[config.mk]
export PLATFORM = sky130hd
export DESIGN_NAME = cond_sum_resolver_flat
export DESIGN_NICKNAME = d
export VERILOG_FILES = /design/src/rtl/cond_sum_if.sv /design/src/rtl/cond_sum_resolver.sv /design/src/flat_wrapper.sv
export SDC_FILE = /design/constraint.sdc
export NUM_CORES = 1
export LEC_CHECK = 0
export ABC_AREA = 0
export BUFFER_PORTS_ARGS = -buffer_cell sky130_fd_sc_hd__buf_2
export CAP_MARGIN = 20
export CORE_ASPECT_RATIO = 0.9
export CORE_MARGIN = 3
export CORE_UTILIZATION = 41
export DETAILED_ROUTE_END_ITERATION = 16
export SLEW_MARGIN = 10
export SYNTH_ARGS = -nofsm -noshare
export SYNTH_HDL_FRONTEND = slang
export SYNTH_SLANG_ARGS = --single-unit
[constraint.sdc]
create_clock -name clk -period 2.91 [get_ports clk]
set_input_delay 0.582 -clock clk [delete_from_list [all_inputs] [get_ports clk]]
set_output_delay 0.582 -clock clk [all_outputs]
set_load 0.05 [all_outputs]
[src/rtl/cond_sum_if.sv]
`default_nettype none
// ============================================================================
// Module      : cond_sum_if
// Description : Conditional-sum cell bundle interface. The master side is the
//               cell array / result consumer; the slave side is the resolver.
//               Input bundle : in_valid/in_ready, s0_i, s1_i, c0_i, c1_i, cin_i
//               Result       : out_valid/out_ready, sum_o, cout_o, err_o
// Revision    : 1.0 - initial release
// ============================================================================
interface cond_sum_if #(
    parameter int WIDTH = 16
);
    logic             in_valid;
    logic             in_ready;
    logic [WIDTH-1:0] s0_i;
    logic [WIDTH-1:0] s1_i;
    logic [WIDTH-1:0] c0_i;
    logic [WIDTH-1:0] c1_i;
    logic             cin_i;
    logic             out_valid;
    logic             out_ready;
    logic [WIDTH-1:0] sum_o;
    logic             cout_o;
    logic             err_o;

    modport master (
        output in_valid, s0_i, s1_i, c0_i, c1_i, cin_i, out_ready,
        input  in_ready, out_valid, sum_o, cout_o, err_o
    );

    modport slave (
        input  in_valid, s0_i, s1_i, c0_i, c1_i, cin_i, out_ready,
        output in_ready, out_valid, sum_o, cout_o, err_o
    );
endinterface
`default_nettype wire

[src/rtl/cond_sum_resolver.sv]
`default_nettype none
// ============================================================================
// Module      : cond_sum_resolver
// Description : Pipelined conditional-sum merge stage. Per-bit cell outputs
//               (sum/carry for carry-in 0 and 1) are merged pairwise through
//               log2(WIDTH) registered levels; the last level applies the real
//               carry-in and holds the resolved sum and carry-out.
// Ports       : clk  - clock, rising edge
//               rst  - synchronous active-high reset
//               bus  - cond_sum_if.slave (valid/ready input bundle and
//                      valid/ready result with sticky invariant error flag)
// Revision    : 1.0 - initial release
// ============================================================================
module cond_sum_resolver #(
    parameter int WIDTH = 16
) (
    input  logic       clk,
    input  logic       rst,
    cond_sum_if.slave  bus
);

    localparam int c_levels = $clog2(WIDTH);

    // ------------------------------------------------------------------------
    // Level registers. Level k (1..c_levels-1) holds WIDTH/2^k blocks; the
    // sums are kept as full WIDTH vectors (blocks concatenated) and the block
    // carries occupy the low WIDTH/2^k bits of the carry vectors. The last
    // level is represented by r_sum / r_cout only.
    // ------------------------------------------------------------------------
    logic [WIDTH-1:0]      r_sum0 [1:c_levels];
    logic [WIDTH-1:0]      r_sum1 [1:c_levels];
    logic [WIDTH-1:0]      r_c0   [1:c_levels];
    logic [WIDTH-1:0]      r_c1   [1:c_levels];
    logic                  r_cin  [1:c_levels];
    logic [c_levels:1]     r_valid;
    logic [WIDTH-1:0]      r_sum;
    logic                  r_cout;
    logic                  r_err;

    // Source of each level: index 0 is the raw cell bundle, index k is the
    // level-k register.
    logic [WIDTH-1:0]      w_src_sum0 [0:c_levels-1];
    logic [WIDTH-1:0]      w_src_sum1 [0:c_levels-1];
    logic [WIDTH-1:0]      w_src_c0   [0:c_levels-1];
    logic [WIDTH-1:0]      w_src_c1   [0:c_levels-1];
    logic [c_levels-1:0]   w_src_cin;
    logic [c_levels-1:0]   w_src_valid;

    // Merged (not yet registered) data for each level.
    logic [WIDTH-1:0]      w_m_sum0 [1:c_levels];
    logic [WIDTH-1:0]      w_m_sum1 [1:c_levels];
    logic [WIDTH-1:0]      w_m_c0   [1:c_levels];
    logic [WIDTH-1:0]      w_m_c1   [1:c_levels];

    logic [c_levels:1]     w_load;
    logic                  w_accept;
    logic                  w_violation;
    logic [WIDTH-1:0]      w_res_sum;
    logic                  w_res_cout;

    // ------------------------------------------------------------------------
    // Level sources
    // ------------------------------------------------------------------------
    always_comb begin
        w_src_sum0[0]  = bus.s0_i;
        w_src_sum1[0]  = bus.s1_i;
        w_src_c0[0]    = bus.c0_i;
        w_src_c1[0]    = bus.c1_i;
        w_src_cin[0]   = bus.cin_i;
        w_src_valid[0] = bus.in_valid;
        for (int k = 1; k < c_levels; k++) begin
            w_src_sum0[k]  = r_sum0[k];
            w_src_sum1[k]  = r_sum1[k];
            w_src_c0[k]    = r_c0[k];
            w_src_c1[k]    = r_c1[k];
            w_src_cin[k]   = r_cin[k];
            w_src_valid[k] = r_valid[k];
        end
    end

    // ------------------------------------------------------------------------
    // Pairwise block merge. At level k a bit in the upper half of its 2^k
    // block selects the carry-in-1 sum of the high sub-block whenever the low
    // sub-block carries out (separately for the cin=0 and cin=1 hypotheses);
    // bits in the lower half pass through. Low sub-block index in the
    // previous level is (bit >> k) * 2.
    // ------------------------------------------------------------------------
    always_comb begin
        for (int k = 1; k <= c_levels; k++) begin
            w_m_sum0[k] = '0;
            w_m_sum1[k] = '0;
            w_m_c0[k]   = '0;
            w_m_c1[k]   = '0;
        end
        for (int k = 1; k <= c_levels; k++) begin
            for (int b = 0; b < WIDTH; b++) begin
                if (((b >> (k - 1)) & 1) != 0) begin
                    w_m_sum0[k][b] = w_src_c0[k-1][(b >> k) << 1]
                                   ? w_src_sum1[k-1][b] : w_src_sum0[k-1][b];
                    w_m_sum1[k][b] = w_src_c1[k-1][(b >> k) << 1]
                                   ? w_src_sum1[k-1][b] : w_src_sum0[k-1][b];
                end else begin
                    w_m_sum0[k][b] = w_src_sum0[k-1][b];
                    w_m_sum1[k][b] = w_src_sum1[k-1][b];
                end
            end
            for (int j = 0; j < WIDTH / 2; j++) begin
                if (j < (WIDTH >> k)) begin
                    w_m_c0[k][j] = w_src_c0[k-1][2*j]
                                 ? w_src_c1[k-1][2*j+1] : w_src_c0[k-1][2*j+1];
                    w_m_c1[k][j] = w_src_c1[k-1][2*j]
                                 ? w_src_c1[k-1][2*j+1] : w_src_c0[k-1][2*j+1];
                end
            end
        end
    end

    // Final resolution with the bundle's real carry-in.
    always_comb begin
        w_res_sum  = w_src_cin[c_levels-1] ? w_m_sum1[c_levels] : w_m_sum0[c_levels];
        w_res_cout = w_src_cin[c_levels-1] ? w_m_c1[c_levels][0] : w_m_c0[c_levels][0];
    end

    // ------------------------------------------------------------------------
    // Ready chain: a level loads when it is empty or its successor loads, so
    // bubbles collapse and in_ready follows out_ready combinationally.
    // ------------------------------------------------------------------------
    always_comb begin
        w_load           = '0;
        w_load[c_levels] = !r_valid[c_levels] || bus.out_ready;
        for (int k = c_levels - 1; k >= 1; k--) begin
            w_load[k] = !r_valid[k] || w_load[k+1];
        end
    end

    assign w_accept    = bus.in_valid && w_load[1];
    // Legal cells always have s1 == ~s0 and never carry with cin=0 but not
    // with cin=1.
    assign w_violation = (|(~(bus.s0_i ^ bus.s1_i))) || (|(bus.c0_i & ~bus.c1_i));

    // ------------------------------------------------------------------------
    // Pipeline registers. Data only moves when the source holds a valid
    // bundle, so sum_o/cout_o keep the last result once the pipe drains.
    // ------------------------------------------------------------------------
    always_ff @(posedge clk) begin
        if (rst) begin
            r_valid <= '0;
            r_sum   <= '0;
            r_cout  <= 1'b0;
            r_err   <= 1'b0;
            for (int k = 1; k < c_levels; k++) begin
                r_sum0[k] <= '0;
                r_sum1[k] <= '0;
                r_c0[k]   <= '0;
                r_c1[k]   <= '0;
                r_cin[k]  <= 1'b0;
            end
        end else begin
            for (int k = 1; k <= c_levels; k++) begin
                if (w_load[k]) begin
                    r_valid[k] <= w_src_valid[k-1];
                end
            end
            for (int k = 1; k < c_levels; k++) begin
                if (w_load[k] && w_src_valid[k-1]) begin
                    r_sum0[k] <= w_m_sum0[k];
                    r_sum1[k] <= w_m_sum1[k];
                    r_c0[k]   <= w_m_c0[k];
                    r_c1[k]   <= w_m_c1[k];
                    r_cin[k]  <= w_src_cin[k-1];
                end
            end
            if (w_load[c_levels] && w_src_valid[c_levels-1]) begin
                r_sum  <= w_res_sum;
                r_cout <= w_res_cout;
            end
            if (w_accept && w_violation) begin
                r_err <= 1'b1;
            end
        end
    end

    assign bus.in_ready  = w_load[1];
    assign bus.out_valid = r_valid[c_levels];
    assign bus.sum_o     = r_sum;
    assign bus.cout_o    = r_cout;
    assign bus.err_o     = r_err;

endmodule
`default_nettype wire
[src/flat_wrapper.sv]
// flat-port wrapper written by rule: the top's interface ports become plain ports
module cond_sum_resolver_flat 
#(
    parameter int WIDTH = 16
)
  (clk, rst, bus_in_valid, bus_s0_i, bus_s1_i, bus_c0_i, bus_c1_i, bus_cin_i, bus_out_ready, bus_in_ready, bus_out_valid, bus_sum_o, bus_cout_o, bus_err_o);
  cond_sum_if #(.WIDTH(WIDTH)) bus_i ();
  input  logic clk;
  input  logic rst;
  input wire logic [$bits(bus_i.in_valid)-1:0] bus_in_valid;
  input wire logic [$bits(bus_i.s0_i)-1:0] bus_s0_i;
  input wire logic [$bits(bus_i.s1_i)-1:0] bus_s1_i;
  input wire logic [$bits(bus_i.c0_i)-1:0] bus_c0_i;
  input wire logic [$bits(bus_i.c1_i)-1:0] bus_c1_i;
  input wire logic [$bits(bus_i.cin_i)-1:0] bus_cin_i;
  input wire logic [$bits(bus_i.out_ready)-1:0] bus_out_ready;
  output wire logic [$bits(bus_i.in_ready)-1:0] bus_in_ready;
  output wire logic [$bits(bus_i.out_valid)-1:0] bus_out_valid;
  output wire logic [$bits(bus_i.sum_o)-1:0] bus_sum_o;
  output wire logic [$bits(bus_i.cout_o)-1:0] bus_cout_o;
  output wire logic [$bits(bus_i.err_o)-1:0] bus_err_o;
  assign bus_i.in_valid = bus_in_valid;
  assign bus_i.s0_i = bus_s0_i;
  assign bus_i.s1_i = bus_s1_i;
  assign bus_i.c0_i = bus_c0_i;
  assign bus_i.c1_i = bus_c1_i;
  assign bus_i.cin_i = bus_cin_i;
  assign bus_i.out_ready = bus_out_ready;
  assign bus_in_ready = bus_i.in_ready;
  assign bus_out_valid = bus_i.out_valid;
  assign bus_sum_o = bus_i.sum_o;
  assign bus_cout_o = bus_i.cout_o;
  assign bus_err_o = bus_i.err_o;
  cond_sum_resolver #(.WIDTH(WIDTH)) u_core (.clk(clk), .rst(rst), .bus(bus_i));
endmodule
==> impl_results.md, run 1 <==
* First-pass GRT wire length at 20.0 mm
* Core Area at 15500 µm²
* Synth Cell Area at roughly 6600 µm²
* Via count at 3837
* Antenna violations before repair at 0
* Unrepaired setup endpoints after global routing: no
* Resize count post-CTS at 0
* CP Capture Type: output pin
* Vias in the first global route at between 3000 and 4000
* Max cap viols at 0
* Avg Cell Area, Syn at 13.0 µm²
* Critical Path Fanout Max at 6
* Fill count at 1361
* P_leak at 3.19 nW
* Drt pass-1 iters at 5
* Total grt overflow at 0
* Distinct cells, synth at 29
* Synth Flop Type: edfxtp_1
* Chip height at ~130 µm
* Setup violators final at 0
* Post-route DRC at 0
* Post-synth EDFFs at between 100 and 150
* Worst Path Arrival at 1440 ps
* Worst endpoint required time at ~2300 ps
* Finished Layout Cells at between 800 and 900
* Final HPWL DP at 8.90 mm
* Most frequent cells after synthesis: 127 x edfxtp_1, 100 x nor2_1, 93 x mux2i_1, 51 x and2_1, 22 x dfxtp_1
* Syn-to-layout area delta at 19.4%
* Slowest library cell on the worst path: dfxtp_1
* Warnings from Yosys at 0
* Slew margin rel. at 36.4%
* WL per Instance at 14.7 µm
* Largest net degree at the start of global routing at 50
* Fmax at between 400 and 500 MHz
* CTS HTree Levels at 4
* Hold_buf cts at 0
* Ys async rst share at 0%
* #FFs+latches synth at between 100 and 150
* Synth top area cells: edfxtp_1 58%, mux2i_1 14%, dfxtp_1 6.7%, nor2_1 5.7%, and2_1 4.9%
* Yosys top cell area share at roughly three fifths
* Power Density at 658 nW/µm²
* CTS Buffer Depth at 2
* Min cycle time layout at 2020 ps
* Clk Latency, worst-skew pair at 420 ps
* Final period util at 69.5%
* Worst setup SP type: flop
* CTS tree: built
* Gr usage total at 14.5%
* Root buffer cell: clkbuf_16
* Post-CTS setup buffer count at 0
* Final nets at between 600 and 700
* Vias per cell at 4.75
* Num CTS Buffers at 17
* Cell family with most CP delay: simple AND/OR/NAND/NOR gates
* Footprint of the multi-input gates at 2140 µm²
* Synth area leader: edfxtp_1
* Total nets after synthesis at 573
* PortBufs at between 80 and 90
* Die W at 139 µm
* Register area share after synthesis at 64.8%
* First DRT Iteration DRCs at 158
* Antenna cells at 0
* Row count at 43
* Setup TNS at 0 ps
* Die ar. at about 18000 µm²
* Initial Util at between 40 and 50%
* Final hold vios at 0
* Critical path class: reg -> out
* Inst Count DP at 776
* Gpl congestion at 0.873
* Final WL at 11.9 mm
* Clock Skew at 8.58 ps
* Register Area at roughly 4300 µm²
* Share of cells above drive strength 1 at between 20% and 30%
* Status: completed
* Slew @ Worst Pin at 950 ps
* Antenna Nets Post-Route at 0
* Critical Path Max Stage Delay at approximately 330 ps
* I/O pin total at slightly below 90
* HP Class: in -> reg
* Clock-pin slew on the worst setup and hold paths at 60 ps
* VDD IR max at ~380 µV
* Most numerous cell in the Yosys netlist: edfxtp_1
* Clock Sinks at approximately 150
* Slew Limit Fails at 0
* Critical Path, Cell by Cell: nor2b_4, nand4_2, buf_2
* Crit path buf inv count at 1
* Synth Instances at 504
==> worst register-to-register path, stage by stage (launching register included) <==
cell	delay, ps
dfxtp_1	310
nor2b_4	150
nand4_2	130
nand2_1	110
nor2_1	730
and2_1	250
==> registers in the layout, summed over array words and instances (netlist names) <==
name	cells
u_core.bus.sum_o	16
u_core.r_valid	4
u_core.r_sum0	48
u_core.r_sum1	48
u_core.bus.err_o	1
u_core.r_c0	14
u_core.r_cin	3
u_core.r_c1	14
u_core.bus.cout_o	1
==> worst paths after layout <==
kind                                   startpoint                    to  slack [ps]  cells past startpoint
worst max-delay path            u_core.r_valid[4]          bus_in_ready         890                      3
worst min-delay path                 bus_in_valid     u_core.r_valid[1]         430                      3
worst max register to register  u_core.r_valid[4]  u_core.r_sum0[0][24]        1100                      5
worst min register to register  u_core.r_valid[1]     u_core.r_valid[2]         470                      2
==> per-layer routing <==
metal	GRT usage, %	vias to the layer above	part of all wire, %
li1	-	1968	-
met3	4.48	18	5.9
met2	19.7	113	41
met1	21.7	1738	51
met4	5.70	0	1.9
met5	0	-	0
==> area by class of cell <==
class,count,share of cell area [%]
clock inverter,5,0.687
timing repair buffer,94,6.20
tap,202,3.23
multi-input combinational,313,27.3
sequential,149,54.3
clock buffer,27,7.38
inverter,18,0.863
==> per-stage QoR <==
step / area (µm²) / setup slack, ps / hold WS [ps] / power (mW) / util [%]
2_1_floorplan: 6570 / 427 / 451 / 2.81 / -
3_3_place_gp: 7200 / 815 / 459 / 2.96 / 46.3
3_5_place_dp: 7200 / 737 / 471 / 2.97 / 46.3
4_1_cts: 7830 / 855 / 412 / 5.21 / 50.4
5_1_grt: 7830 / 784 / 440 / 5.37 / 50.4
6_report: 7830 / 887 / 434 / 5.15 / 50.4
==> power by group <==
group / internal, mW / switching [mW] / leakage [nW]
registers: 2.46 / 0.0685 / 1.54
logic: 0.165 / 0.235 / 1.33
clock network: 1.45 / 0.781 / 0.314
total: 4.07 / 1.08 / 3.19
==> kinds of logic after synthesis <==
| kind of cell | Yosys count | synth area share [%] |
|---|---|---|
| and+or+nand+nor | 173 | 12.7 |
| buffers and inverters | 42 | 2.67 |
| muxes | 94 | 14.5 |
| AOI/OAI and AO/OA | 30 | 3.18 |
| xor gates and xnor gates | 16 | 2.14 |
| DFF | 149 | 64.8 |
==> cell usage in the layout, fill, tap and decap left out, drive strengths merged <==
| cell | netlist | routed |
|---|---|---|
| a211oi | 17 | 17 |
| o31a | 1 | 1 |
| clkbuf | 11 | 27 |
| o22ai | 6 | 6 |
| xnor2 | 12 | 12 |
| clkinv | 0 | 4 |
| nand4 | 2 | 2 |
| a21oi | 4 | 4 |
| inv | 18 | 18 |
| buf | 13 | 94 |
| bufinv | 0 | 1 |
| or2 | 3 | 3 |
| nor2 | 100 | 100 |
| a222oi | 1 | 1 |
| mux2i | 94 | 94 |
| nand3 | 2 | 2 |
| o21ai | 1 | 1 |
| dfxtp | 22 | 22 |
| edfxtp | 127 | 127 |
| xor2 | 4 | 4 |
| nor2b | 2 | 2 |
| nand2b | 3 | 3 |
| nor4 | 5 | 5 |
| and2 | 51 | 51 |
| nand2 | 5 | 5 |
Power figures use the tool's default switching activity.
==> inputs of run 2 (changes only) <==
==> constraint.sdc (replaced) <==
create_clock -name clk -period 1.95 [get_ports clk]
set_input_delay 0.39 -clock clk [delete_from_list [all_inputs] [get_ports clk]]
set_output_delay 0.39 -clock clk [all_outputs]
set_load 0.05 [all_outputs]
==> impl_results.md, run 2 (synthesis results as in run 1) <==
* Status: completed
* Final nets at 667
* Crit. Startpoint: u_core.r_valid[4]
* Vias per cell at 4.74
* Die ar. at 17600 µm²
* Post-route DRC at 0
* Unrepaired setup endpoints after global routing: no
* Total grt overflow at 0
* Min cycle time layout at between 1500 and 2000 ps
* Num CTS Buffers at 17
* Chip height at 126 µm
* Die W at 139 µm
* Clk Latency, worst-skew pair at 410 ps
* Origin of the worst min-delay path: bus_in_valid
* Met1 wire length at 5.99 mm
* Antenna violations before repair at 0
* Final period util at between 90% and 100%
* Antenna cells at 0
* VDD IR max at 689 µV
* Largest net degree at the start of global routing at 50
* PortBufs at 88
* CTS Buffer Depth at 2
* Gpl congestion at 0.796
* Final WL at 11.8 mm
* Clock-pin slew on the worst setup and hold paths at 60 ps
* Row count at 43
* First-pass GRT wire length at 19.3 mm
* First DRT Iteration DRCs at 215
* Slew @ Worst Pin at about 940 ps
* Power Density at 924 nW/µm²
* Final hold vios at 0
* Core Area at 15500 µm²
* Worst endpoint required time at roughly 1600 ps
* Placed instance area at 7280 µm²
* Resize count post-CTS at 0
* Setup TNS at 0 ps
* Design Area, Final at between 7000 and 8000 µm²
* I/O pin total at 89
* Post-CTS setup buffer count at 0
* Drt pass-1 iters at 4
* Root buffer cell: clkbuf_16
* Met2 WL post-DR at 4.91 mm
* Worst Path Arrival at 1430 ps
* Worst setup SP type: flop
* Fmax at 549 MHz
* P_leak at 3.16 nW
* Via count at 3855
* Gr usage total at 14.1%
* CP Capture Type: output pin
* Crit Reg-Reg Startpoint: u_core.r_valid[4]
* WL met3 at ~670 µm
* Share of cells above drive strength 1 at a little over a fifth
* Critical Path Fanout Max at 3
* Slew Limit Fails at 0
* Antenna Nets Post-Route at 0
* Slew margin rel. at 37.4%
* Commonest non-fill, non-tap cell in the layout: edfxtp_1
* Max cap viols at 0
* Vias in the first global route at 3847
* Critical path class: reg -> out
* Hold_buf cts at 0
* Final HPWL DP at 8.95 mm
* Clock Sinks at 149
* CTS HTree Levels at 4
* CTS tree: built
* Clock Skew at between 8 and 9 ps
* Initial Util at 42.2%
* Syn-to-layout area delta at 18.7%
* HP Class: in -> reg
* Setup violators final at 0
* WL per Instance at ~15 µm
* Top routing layer in use: met4
* Most frequent cells in the layout: 127 x edfxtp_1, 100 x nor2_1, 93 x mux2i_1
## run 2: changes by cell type in the layout (fill, tap and decap cells not counted), sizes merged
cell	previous run	this run
buf	94	99
clkbuf	27	23
clkinv	4	8
## run 2: report_power, final
| part | internal [mW] | switching [mW] |
|---|---|---|
| combinational | 0.256 | 0.356 |
| clock | 1.72 | 1.10 |
| sequential | 3.67 | 0.104 |
| total | 5.64 | 1.56 |
## run 2: final timing paths
kind	endpoint	slack [ps]	cells past startpoint
setup / recovery	bus_in_ready	130	4
hold / removal	u_core.r_valid[1]	240	3
setup reg to reg	u_core.r_sum1[0][22]	250	5
hold reg to reg	u_core.bus.sum_o[11]	500	2
## run 2: final cells by class
cell class / count / area, µm²
clock buffers: 23 / 448
clock inverters: 9 / 61.3
fillers: 1399 / 7760
inverters: 18 / 67.6
multi-input cells: 313 / 2160
flip-flops and latches: 149 / 4260
well taps: 202 / 253
repair buffers: 99 / 548
## run 2: per-layer routing
metal	track usage, %	up-vias
li1	-	1980
met1	20.5	1747
met2	19.8	111
met3	3.95	17
met4	6.50	0
met5	0	-
## run 2: critical path, cell delays in order (launching register included)
cell and delay, ps:
dfxtp_2 320, nor2b_4 210, nand4_4 120, buf_4 160
buf_2 200
## run 2: metrics by stage
stage	hold slack (ps)	power (mW)	std cells	worst slack, ps	util, %
5_1_grt	247	7.50	813	71.3	50.1
4_1_cts	224	7.27	813	105	50.1
3_3_place_gp	492	4.44	781	77.1	46.8
2_1_floorplan	473	4.20	504	17.2	-
3_5_place_dp	489	4.46	781	72.8	46.8
6_report	235	7.20	813	130	50.1
